**config.mk**
```make
export PLATFORM = sky130hd
export DESIGN_NAME = icb_2m1s_arb
export DESIGN_NICKNAME = d
export VERILOG_FILES = /design/src/rtl/icb_2m1s_arb_pkg.sv /design/src/rtl/icb_2m1s_arb_rr_arb2.sv /design/src/rtl/icb_2m1s_arb.sv
export SDC_FILE = /design/constraint.sdc
export NUM_CORES = 1
export LEC_CHECK = 0
export CAP_MARGIN = 15
export CORE_AREA = 3 3 124 126
export CTS_CLUSTER_SIZE = 16
export DETAILED_ROUTE_END_ITERATION = 12
export DIE_AREA = 0 0 127 129
export PLACE_DENSITY_LB_ADDON = 0.12
export SYNTH_ARGS = -nofsm -noshare
export SYNTH_HDL_FRONTEND = slang
export SYNTH_SLANG_ARGS = --single-unit
export TNS_END_PERCENT = 10
```
**constraint.sdc**
```tcl
create_clock -name clk -period 3.4 [get_ports clk]
set_input_delay 0.68 -clock clk [delete_from_list [all_inputs] [get_ports clk]]
set_output_delay 0.68 -clock clk [all_outputs]
set_load 0.02 [all_outputs]
```
**src/rtl/icb_2m1s_arb_pkg.sv**
```systemverilog
// icb_2m1s_arb_pkg: shared ICB widths, FSM state encoding and command bundle for the 2-master arbiter
//   MemAddrBus / MemBus / MemMask : address, data and byte-mask widths of the ICB port
//   arb_state_e                   : ARB (grant/forward), WAIT_RSP (one outstanding), TO_RSP (watchdog error)
//   icb_cmd_t                     : packed command fields, muxed as one unit
//   timer_w()                     : watchdog counter width, at least one bit even when the watchdog is off
package icb_2m1s_arb_pkg;
  localparam int MemAddrBus = 32;
  localparam int MemBus = 32;
  localparam int MemMask = MemBus / 8;
  typedef enum logic [1:0] {
    ARB_S_ARB      = 2'd0,
    ARB_S_WAIT_RSP = 2'd1,
    ARB_S_TO_RSP   = 2'd2
  } arb_state_e;
  typedef struct packed {
    logic [MemAddrBus-1:0] addr;
    logic                  read;
    logic [MemBus-1:0]     wdata;
    logic [MemMask-1:0]    wmask;
  } icb_cmd_t;
  function automatic int unsigned timer_w(input int unsigned cyc);
    return (cyc > 0) ? $clog2(cyc + 1) : 1;
  endfunction
endpackage

```
**src/rtl/icb_2m1s_arb_rr_arb2.sv**
```systemverilog
// icb_2m1s_arb_rr_arb2: two-requester round-robin picker with a hold (lock) override
//   req_i   : request vector, bit 0 = master 0, bit 1 = master 1
//   last_i  : master served most recently; loses a tie
//   lock_i  : a command is pending at the slave, keep granting owner_i
//   owner_i : master holding the pending command
//   gnt_o   : granted master index (0 when nobody requests)
module icb_2m1s_arb_rr_arb2
  import icb_2m1s_arb_pkg::*;
(
  input  logic [1:0] req_i,
  input  logic       last_i,
  input  logic       lock_i,
  input  logic       owner_i,
  output logic       gnt_o
);
  always_comb gnt_o = lock_i ? owner_i : (&req_i) ? ~last_i : req_i[1];
endmodule

```
**src/rtl/icb_2m1s_arb.sv**
```systemverilog
// icb_2m1s_arb: two-master / one-slave ICB arbiter, round-robin, single outstanding, response watchdog
//   clk, rst_n        : system clock, asynchronous active-low reset
//   m0_icb_* (JTAG)   : master 0 cmd (valid/ready/addr/read/wdata/wmask) and rsp (valid/ready/err/rdata)
//   m1_icb_* (core)   : master 1, same set as master 0
//   s_icb_*           : shared slave port, command forwarded and response returned combinationally
//   timeout_o         : one-cycle pulse when the slave fails to answer within TIMEOUT_CYC cycles
module icb_2m1s_arb
  import icb_2m1s_arb_pkg::*;
#(
  parameter int unsigned TIMEOUT_CYC = 1023
) (
  input  logic                  clk,
  input  logic                  rst_n,
  input  logic                  m0_icb_cmd_valid,
  output logic                  m0_icb_cmd_ready,
  input  logic [MemAddrBus-1:0] m0_icb_cmd_addr,
  input  logic                  m0_icb_cmd_read,
  input  logic [MemBus-1:0]     m0_icb_cmd_wdata,
  input  logic [MemMask-1:0]    m0_icb_cmd_wmask,
  output logic                  m0_icb_rsp_valid,
  input  logic                  m0_icb_rsp_ready,
  output logic                  m0_icb_rsp_err,
  output logic [MemBus-1:0]     m0_icb_rsp_rdata,
  input  logic                  m1_icb_cmd_valid,
  output logic                  m1_icb_cmd_ready,
  input  logic [MemAddrBus-1:0] m1_icb_cmd_addr,
  input  logic                  m1_icb_cmd_read,
  input  logic [MemBus-1:0]     m1_icb_cmd_wdata,
  input  logic [MemMask-1:0]    m1_icb_cmd_wmask,
  output logic                  m1_icb_rsp_valid,
  input  logic                  m1_icb_rsp_ready,
  output logic                  m1_icb_rsp_err,
  output logic [MemBus-1:0]     m1_icb_rsp_rdata,
  output logic                  s_icb_cmd_valid,
  input  logic                  s_icb_cmd_ready,
  output logic [MemAddrBus-1:0] s_icb_cmd_addr,
  output logic                  s_icb_cmd_read,
  output logic [MemBus-1:0]     s_icb_cmd_wdata,
  output logic [MemMask-1:0]    s_icb_cmd_wmask,
  input  logic                  s_icb_rsp_valid,
  output logic                  s_icb_rsp_ready,
  input  logic                  s_icb_rsp_err,
  input  logic [MemBus-1:0]     s_icb_rsp_rdata,
  output logic                  timeout_o
);
  localparam int unsigned TW = timer_w(TIMEOUT_CYC);
  localparam logic [TW-1:0] TLIM = TW'((TIMEOUT_CYC > 0) ? TIMEOUT_CYC - 1 : 0);

  arb_state_e    state_q, state_d;
  logic          owner_q, owner_d;
  logic          last_q, last_d;
  logic          lock_q, lock_d;
  logic [TW-1:0] timer_q, timer_d;
  logic          gnt;
  logic          own_rsp_ready;
  logic          to_fire;
  logic          rsp_vld;
  logic          to_st;
  icb_cmd_t      m0_cmd, m1_cmd;

  assign m0_cmd = {m0_icb_cmd_addr, m0_icb_cmd_read, m0_icb_cmd_wdata, m0_icb_cmd_wmask};
  assign m1_cmd = {m1_icb_cmd_addr, m1_icb_cmd_read, m1_icb_cmd_wdata, m1_icb_cmd_wmask};
  assign own_rsp_ready = owner_q ? m1_icb_rsp_ready : m0_icb_rsp_ready;
  assign to_st = (state_q == ARB_S_TO_RSP);
  // A real response arriving on the last count beats the watchdog.
  assign to_fire = (TIMEOUT_CYC != 0) && (state_q == ARB_S_WAIT_RSP) && (timer_q == TLIM) && !s_icb_rsp_valid;

  icb_2m1s_arb_rr_arb2 u_rr_arb2 (
    .req_i  ({m1_icb_cmd_valid, m0_icb_cmd_valid}),
    .last_i (last_q),
    .lock_i (lock_q),
    .owner_i(owner_q),
    .gnt_o  (gnt)
  );

  always_ff @(posedge clk or negedge rst_n) begin
    if (!rst_n) begin
      state_q <= ARB_S_ARB;
      owner_q <= 1'b0;
      last_q  <= 1'b1;
      lock_q  <= 1'b0;
      timer_q <= '0;
    end else begin
      state_q <= state_d;
      owner_q <= owner_d;
      last_q  <= last_d;
      lock_q  <= lock_d;
      timer_q <= timer_d;
    end
  end

  always_comb begin
    state_d = state_q;
    owner_d = owner_q;
    last_d  = last_q;
    lock_d  = lock_q;
    timer_d = timer_q;
    if (state_q == ARB_S_ARB) begin
      // Freeze the grant while the slave back-pressures; a dropped valid releases it.
      lock_d  = s_icb_cmd_valid & ~s_icb_cmd_ready;
      owner_d = s_icb_cmd_valid ? gnt : owner_q;
      if (s_icb_cmd_valid && s_icb_cmd_ready) begin
        last_d  = gnt;
        timer_d = '0;
        state_d = ARB_S_WAIT_RSP;
      end
    end else if (state_q == ARB_S_WAIT_RSP) begin
      // Saturate so a held-but-unaccepted response cannot wrap the counter.
      timer_d = (timer_q == TLIM) ? timer_q : timer_q + 1'b1;
      state_d = (s_icb_rsp_valid && own_rsp_ready) ? ARB_S_ARB :
                to_fire ? ARB_S_TO_RSP : ARB_S_WAIT_RSP;
    end else if (state_q == ARB_S_TO_RSP) begin
      state_d = own_rsp_ready ? ARB_S_ARB : ARB_S_TO_RSP;
    end else begin
      state_d = ARB_S_ARB;
    end
  end

  always_comb begin
    s_icb_cmd_valid = (state_q == ARB_S_ARB) & (gnt ? m1_icb_cmd_valid : m0_icb_cmd_valid);
    {s_icb_cmd_addr, s_icb_cmd_read, s_icb_cmd_wdata, s_icb_cmd_wmask} = gnt ? m1_cmd : m0_cmd;
    m0_icb_cmd_ready = s_icb_cmd_valid & ~gnt & s_icb_cmd_ready;
    m1_icb_cmd_ready = s_icb_cmd_valid & gnt & s_icb_cmd_ready;
    // Outside WAIT_RSP the slave response is always accepted and dropped.
    s_icb_rsp_ready  = (state_q == ARB_S_WAIT_RSP) ? own_rsp_ready : 1'b1;
    rsp_vld          = (state_q == ARB_S_WAIT_RSP) ? s_icb_rsp_valid : to_st;
    m0_icb_rsp_valid = rsp_vld & ~owner_q;
    m1_icb_rsp_valid = rsp_vld & owner_q;
    m0_icb_rsp_err   = to_st | s_icb_rsp_err;
    m1_icb_rsp_err   = to_st | s_icb_rsp_err;
    m0_icb_rsp_rdata = to_st ? '0 : s_icb_rsp_rdata;
    m1_icb_rsp_rdata = to_st ? '0 : s_icb_rsp_rdata;
    timeout_o        = to_fire;
  end
endmodule

```
==> flow_metrics.tcl <==
set metrics [dict create \
    status "complete, no violations" \
    setup_ws_ns 0.03542 \
    cts-buffers-inserted 3 \
    ios 321 \
    fin_nets 705 \
    htree_levels 1 \
    ys.flop_type "dfrtp_1" \
    min_path_cells 2 \
    clk_pin_slew_ns 0.05 \
    antenna_found_initial 0 \
    grt_max_degree 37 \
    slew-limit-headroom_pct 49.69 \
    synthArstFlopShare_pct 100.0 \
    cts_sinks 15 \
    ff2ff_setup_slack_ns 1.43 \
    via_per_inst 4.146 \
    drtPass1Iterations 4 \
    dp_slack_ns 0.003775 \
    cts_setup_buffers 0 \
    finClkSkew_ns 0.002430 \
    fp.dieW_um 127 \
    ctsResizeCount 0 \
    drcViolationCount 0 \
    grt-ovfl-total 0 \
    initial_utilization_pct 15.08 \
    cpMostUsedCell "clkdlybuf4s50_1" \
    area_growth_pct 155.4 \
    die_area_um2 16380 \
    drive_above_1_share_pct 16.83 \
    whs_ns 0.4815 \
    hold_viol 0 \
    critPathMaxFanout 17 \
    syn_avg_cell_area_um2 9.175 \
    num_vias 2931 \
    reg2reg_from "timer_q[0]" \
    cts.path.max_buffers 2 \
    cp_num_cells 7 \
    rows 44 \
    critPathTopFamily "buffers and inverters" \
    critical_path_class "input port to output pin" \
    reg2reg_to "timer_q[5]" \
    period_minus_slack_ns 3.365 \
    routedWlPerCell_um 18.89 \
    tritoncts "built" \
    wirelength_mm 13.35 \
    max_cap_viol_count 0 \
    finalSetupViolCount 0 \
    stdcell_area_um2 5554 \
    coreArea_um2 14420 \
    gp_congestion 0.8168 \
    portBuffers 320 \
    yosys_warnings 0 \
    cts_root_buffer "clkbuf_16" \
    netlist_instances 237 \
    grt_pass1_wl_mm 18.47 \
    cp.required_ns 2.72 \
    ant_nets 0 \
    rsz0062_at_grt "true" \
    r2r_cells 6 \
    placed_area_um2 5373 \
    grt_pass1_vias 2966 \
    num_antenna_cells 0 \
    min-delay-start "last_q" \
    path_cells "clkdlybuf4s50_1, inv_1, a21oi_1, mux2i_4, buf_6, mux2_2, clkdlybuf4s50_1" \
    syn_area_um2 2175 \
    critPathLaunchType "input port" \
    clkLatencyLatePin_ns 0.25 \
    hpwl_mm 11.87 \
    hold_class "flip-flop to flip-flop" \
    synth_edf_count 0 \
    worstMarginPinSlew_ns 0.7524 \
    power_density_nw_per_um2 454.6 \
    power_leakage_nw 2.392 \
    synth-seq-cells 15 \
    max_freq_ghz 0.2972 \
    dp_cells 703 \
    holdPathEnd "last_q" \
    slowest_stage "clkdlybuf4s50_1" \
    vdd_ir_drop_max_mv 0.2308 \
    yosysUniqueCellTypes 36 \
    final_max_slew_viol_count 0 \
    period_share_pct 98.96 \
    stdcell_count 707 \
    crit_buf_inv 4 \
    syn_nets 418 \
    max_stage_delay_ns 0.58 \
    drt_iter0_drc 91 \
    die_h_um 129 \
    seq_area_frac_synth_pct 17.32 \
    hold_buffers 0 \
    arrival_ns 2.68 \
    endpoint_kind "output pin" \
    grtUsageTotal_pct 14.80 \
]
cells in the mapped netlist (2+ instances only):
| library cell | number | area [um2] |
|---|---|---|
| mux2_2 | 70 | 788.3 |
| and2_1 | 33 | 206.5 |
| buf_4 | 33 | 247.7 |
| dfrtp_1 | 14 | 350.3 |
| a21oi_1 | 10 | 50.05 |
| buf_2 | 7 | 35.03 |
| inv_1 | 7 | 26.28 |
| o21ai_0 | 6 | 30.03 |
| nor2_1 | 5 | 18.77 |
| o31ai_1 | 5 | 37.54 |
| nand2_1 | 4 | 15.01 |
| a31oi_1 | 3 | 18.77 |
| clkbuf_1 | 3 | 11.26 |
| mux2i_1 | 3 | 30.03 |
| nand2b_1 | 3 | 18.77 |
| nand3_1 | 3 | 15.01 |
| nor2b_1 | 3 | 18.77 |
| and4_4 | 2 | 22.52 |
| ha_1 | 2 | 25.02 |
| o41ai_1 | 2 | 17.52 |
| or2_2 | 2 | 12.51 |
| or4_1 | 2 | 15.01 |
| or4b_1 | 2 | 20.02 |
cell families after synthesis:
kind of cell | Yosys count | share of synthesized area [%]
mux | 73 | 37.63
simple gates | 63 | 18.64
buf+inv | 51 | 15.25
compound gates | 33 | 10.01
flops | 15 | 17.32
fa+ha+maj | 2 | 1.151
worst max-delay path by stage:
| stage | startpoint | endpoint | slack, ns |
|---|---|---|---|
| after floorplan | m1_icb_cmd_valid | s_icb_cmd_addr[0] | 0.84 |
| after global placement | m0_icb_cmd_valid | s_icb_cmd_wdata[15] | -0.006 |
| after detailed placement | m1_icb_cmd_valid | s_icb_cmd_wdata[15] | 0.004 |
| after CTS | m1_icb_cmd_valid | s_icb_cmd_wdata[15] | 0.001 |
| after global routing | m1_icb_cmd_valid | s_icb_cmd_wdata[31] | -0.04 |
| final | m1_icb_cmd_valid | s_icb_cmd_wdata[15] | 0.04 |
cells in the final DEF, fill, tap and decap left out, drive strengths merged, types with 3 or more instances in the layout:
| cell | n |
|---|---|
| dlymetal6s2s | 38 |
| inv | 7 |
| dfrtp | 14 |
| nor2 | 5 |
| nand2 | 4 |
| o21ai | 6 |
| mux2i | 3 |
| a31oi | 3 |
| and2 | 33 |
| nand2b | 4 |
| clkdlybuf4s50 | 282 |
| o31ai | 5 |
| clkbuf | 4 |
| a21oi | 10 |
| nand3 | 3 |
| nor2b | 3 |
| buf | 6 |
| mux2 | 70 |
state kept, by name, indices dropped and copies added (netlist names):
signal	flops
last_q	1
owner_q	1
timer_q	10
state_q	2
lock_q	1
where the power goes:
part / internal [mW] / switching (mW)
clock network: 0.159 / 0.0744
registers: 0.234 / 0.0811
logic: 1.06 / 0.920
worst min-delay path: stages (launching register included):
cell	delay [ns]
dfstp_2	0.38
inv_1	0.05
mux2i_1	0.05
metal layers:
layer	wire [um]	GRT usage (%)
met1	4451	15.91
met2	7502	28.95
met3	1316	4.649
met4	83	1.893
met5	0	0
final cells by class:
| class | instances | area, um2 |
|---|---|---|
| Fill cell | 1423 | 8870 |
| Timing Repair Buffer | 326 | 3363 |
| Clock buffer | 4 | 78.83 |
| Sequential cell | 15 | 376.6 |
| Inverter | 7 | 26.28 |
| Multi-Input combinational cell | 171 | 1479 |
| Tap cell | 184 | 230.2 |
per-stage QoR:
step,utilization (%),power [mW],TNS [ns]
finish,38.51,2.525,0
global placement,37.25,2.329,-0.007156
detailed placement,37.25,2.332,0
floorplan,-,1.376,0
global route,38.51,2.665,-0.5125
CTS,37.79,2.578,0
Note: power is estimated with default switching activity, not from simulation.
==> RTL edit (same flow settings) <==
The parameter `TIMEOUT_CYC` goes from 1023 to 511.
--- a/src/rtl/icb_2m1s_arb.sv
+++ b/src/rtl/icb_2m1s_arb.sv
@@ -8,5 +8,5 @@
   import icb_2m1s_arb_pkg::*;
 #(
-  parameter int unsigned TIMEOUT_CYC = 1023
+  parameter int unsigned TIMEOUT_CYC = 511
 ) (
   input  logic                  clk,
Formal check against the unedited RTL: no difference found for any inputs over 4 cycles, from zero or initial values and one cycle with rst_n low; that may be too few to reach the edited logic, so the function may still have changed.
==> RTL edit against the unedited design <==
Maximum frequency is 1.2% higher. Sequential cell count is 1 lower. Routed wire length is 4.3% lower. Synthesized area is 0.40% lower. Die area stayed put. Clock power is 8.5% higher. Design area is 2.0% lower. Worst setup slack better by 41 ps. Power is 4.1% higher. Global-route usage is 0.87 points lower. Critical path type unchanged. Largest cell class unchanged. Highest routed layer unchanged.
==> RTL edit: results (changes against the unedited design) <==
Route
  – Detailed-route vias per instance: 4.035 (was 4.146)
  – Number of DRC markers in iteration 0: 51 (was 91)
  – Vias after detailed routing: 2,869 (was 2,931)

Timing
  – Normalized max-slew margin: 54.58% (was 49.69%)
  – Layout Skew: 0.7784 ps (was 2.430 ps)
  – Hold Slack: 478.4 ps (was 481.5 ps)
  – Maximum achievable frequency: 0.3009 GHz (was 0.2972 GHz)

Place
  – Final weighted congestion of routability-driven global placement: 0.8701 (was 0.8168)
  – Area of placed instances: 5388 um2 (was 5373 um2)
  – DP Cell Count: 707 (was 703)
  – Worst slack at placement: -59.22 ps (was 3.775 ps)

Global routing
  – Total track usage: 13.93% (was 14.80%)
  – Met3 Resource Use GR: 6.019% (was 4.649%)
  – Largest net degree at the start of global routing: 47 (was 37)
  – Met2 track demand over resource in global routing: 27.30% (was 28.95%)
  – Global-route wire length before repair: 17,420 um (was 18,470 um)
  – GR Util met1: 13.88% (was 15.91%)

Final layout
  – Regs by FF count: timer_q: 9 flops, state_q: 2 flops (was timer_q: 10 flops, state_q: 2 flops)
  – Ratio of cells with drive above 1 in the final layout: 17.84% (was 16.83%)

Pwr
  – Post-layout power: 2628 uW (was 2525 uW)
  – Leak pwr: 0.002181 uW (was 0.002392 uW)
  – Proportion of total power due to net switching: 44.15% (was 42.59%)
  – Combinational cell fraction of total power: 78.7% (was 78.3%)
  – Worst vdd rail ir drop: 249.4 uV (was 230.8 uV)

Logic synthesis
  – Share of the synthesized area in compound gates (AO/OA/AOI/OAI): 8.146% (was 10.01%)
  – Post-Synth Adder-Cell Area: 1.155% (was 1.151%)
  – Distinct cells, synth: 45 (was 36)
  – Top area cells in the synthesized netlist: sky130_fd_sc_hd__mux2_2 (31%), sky130_fd_sc_hd__dfrtp_1 (15%), sky130_fd_sc_hd__buf_4 (11%) (was sky130_fd_sc_hd__mux2_2 (36%), sky130_fd_sc_hd__dfrtp_1 (16%), sky130_fd_sc_hd__buf_4 (11%))

Critical path
  – Reg2reg end: lock_q$_DFFE_PN0N_ (was timer_q[5]$_DFFE_PN0P_)
  – Endpoint of the worst setup timing path: s_icb_cmd_addr[15] (was s_icb_cmd_wdata[15])
  – Source of the worst register-to-register timing path: owner_q$_DFFE_PN0P_ (was timer_q[0]$_DFFE_PN0P_)
  – Largest fanout on the critical path: 21 (was 17)

Run status
  – Status: complete, no violations (unchanged)
-- RTL edit: critical path: stages --
cell,delay (ps)
sky130_fd_sc_hd__clkdlybuf4s50_1,430
sky130_fd_sc_hd__a21boi_1,160
sky130_fd_sc_hd__mux2i_4,240
sky130_fd_sc_hd__buf_8,230
sky130_fd_sc_hd__mux2_2,360
sky130_fd_sc_hd__clkdlybuf4s50_1,540
-- RTL edit: per-layer routing --
metal / routed length (um) / share of wire (%)
met5: 0 / 0
met4: 112 / 0.88
met3: 1396 / 11
met2: 6932 / 54
met1: 4340 / 34
-- RTL edit: cell type report --
type / count / area [um2] / area share, %
well taps: 184 / 230.2 / 4.229
clock buffers: 4 / 88.84 / 1.632
flip-flops and latches: 14 / 351.6 / 6.458
inverters: 5 / 18.77 / 0.3447
multi-input cells: 174 / 1496 / 27.49
repair buffers: 330 / 3258 / 59.85
-- RTL edit: repair_timing --
item                                    CTS  global route
resized for setup                        45             7
endpoints found under the setup margin   62            17
hold buffers                              0             0
pin swaps                                 0             0
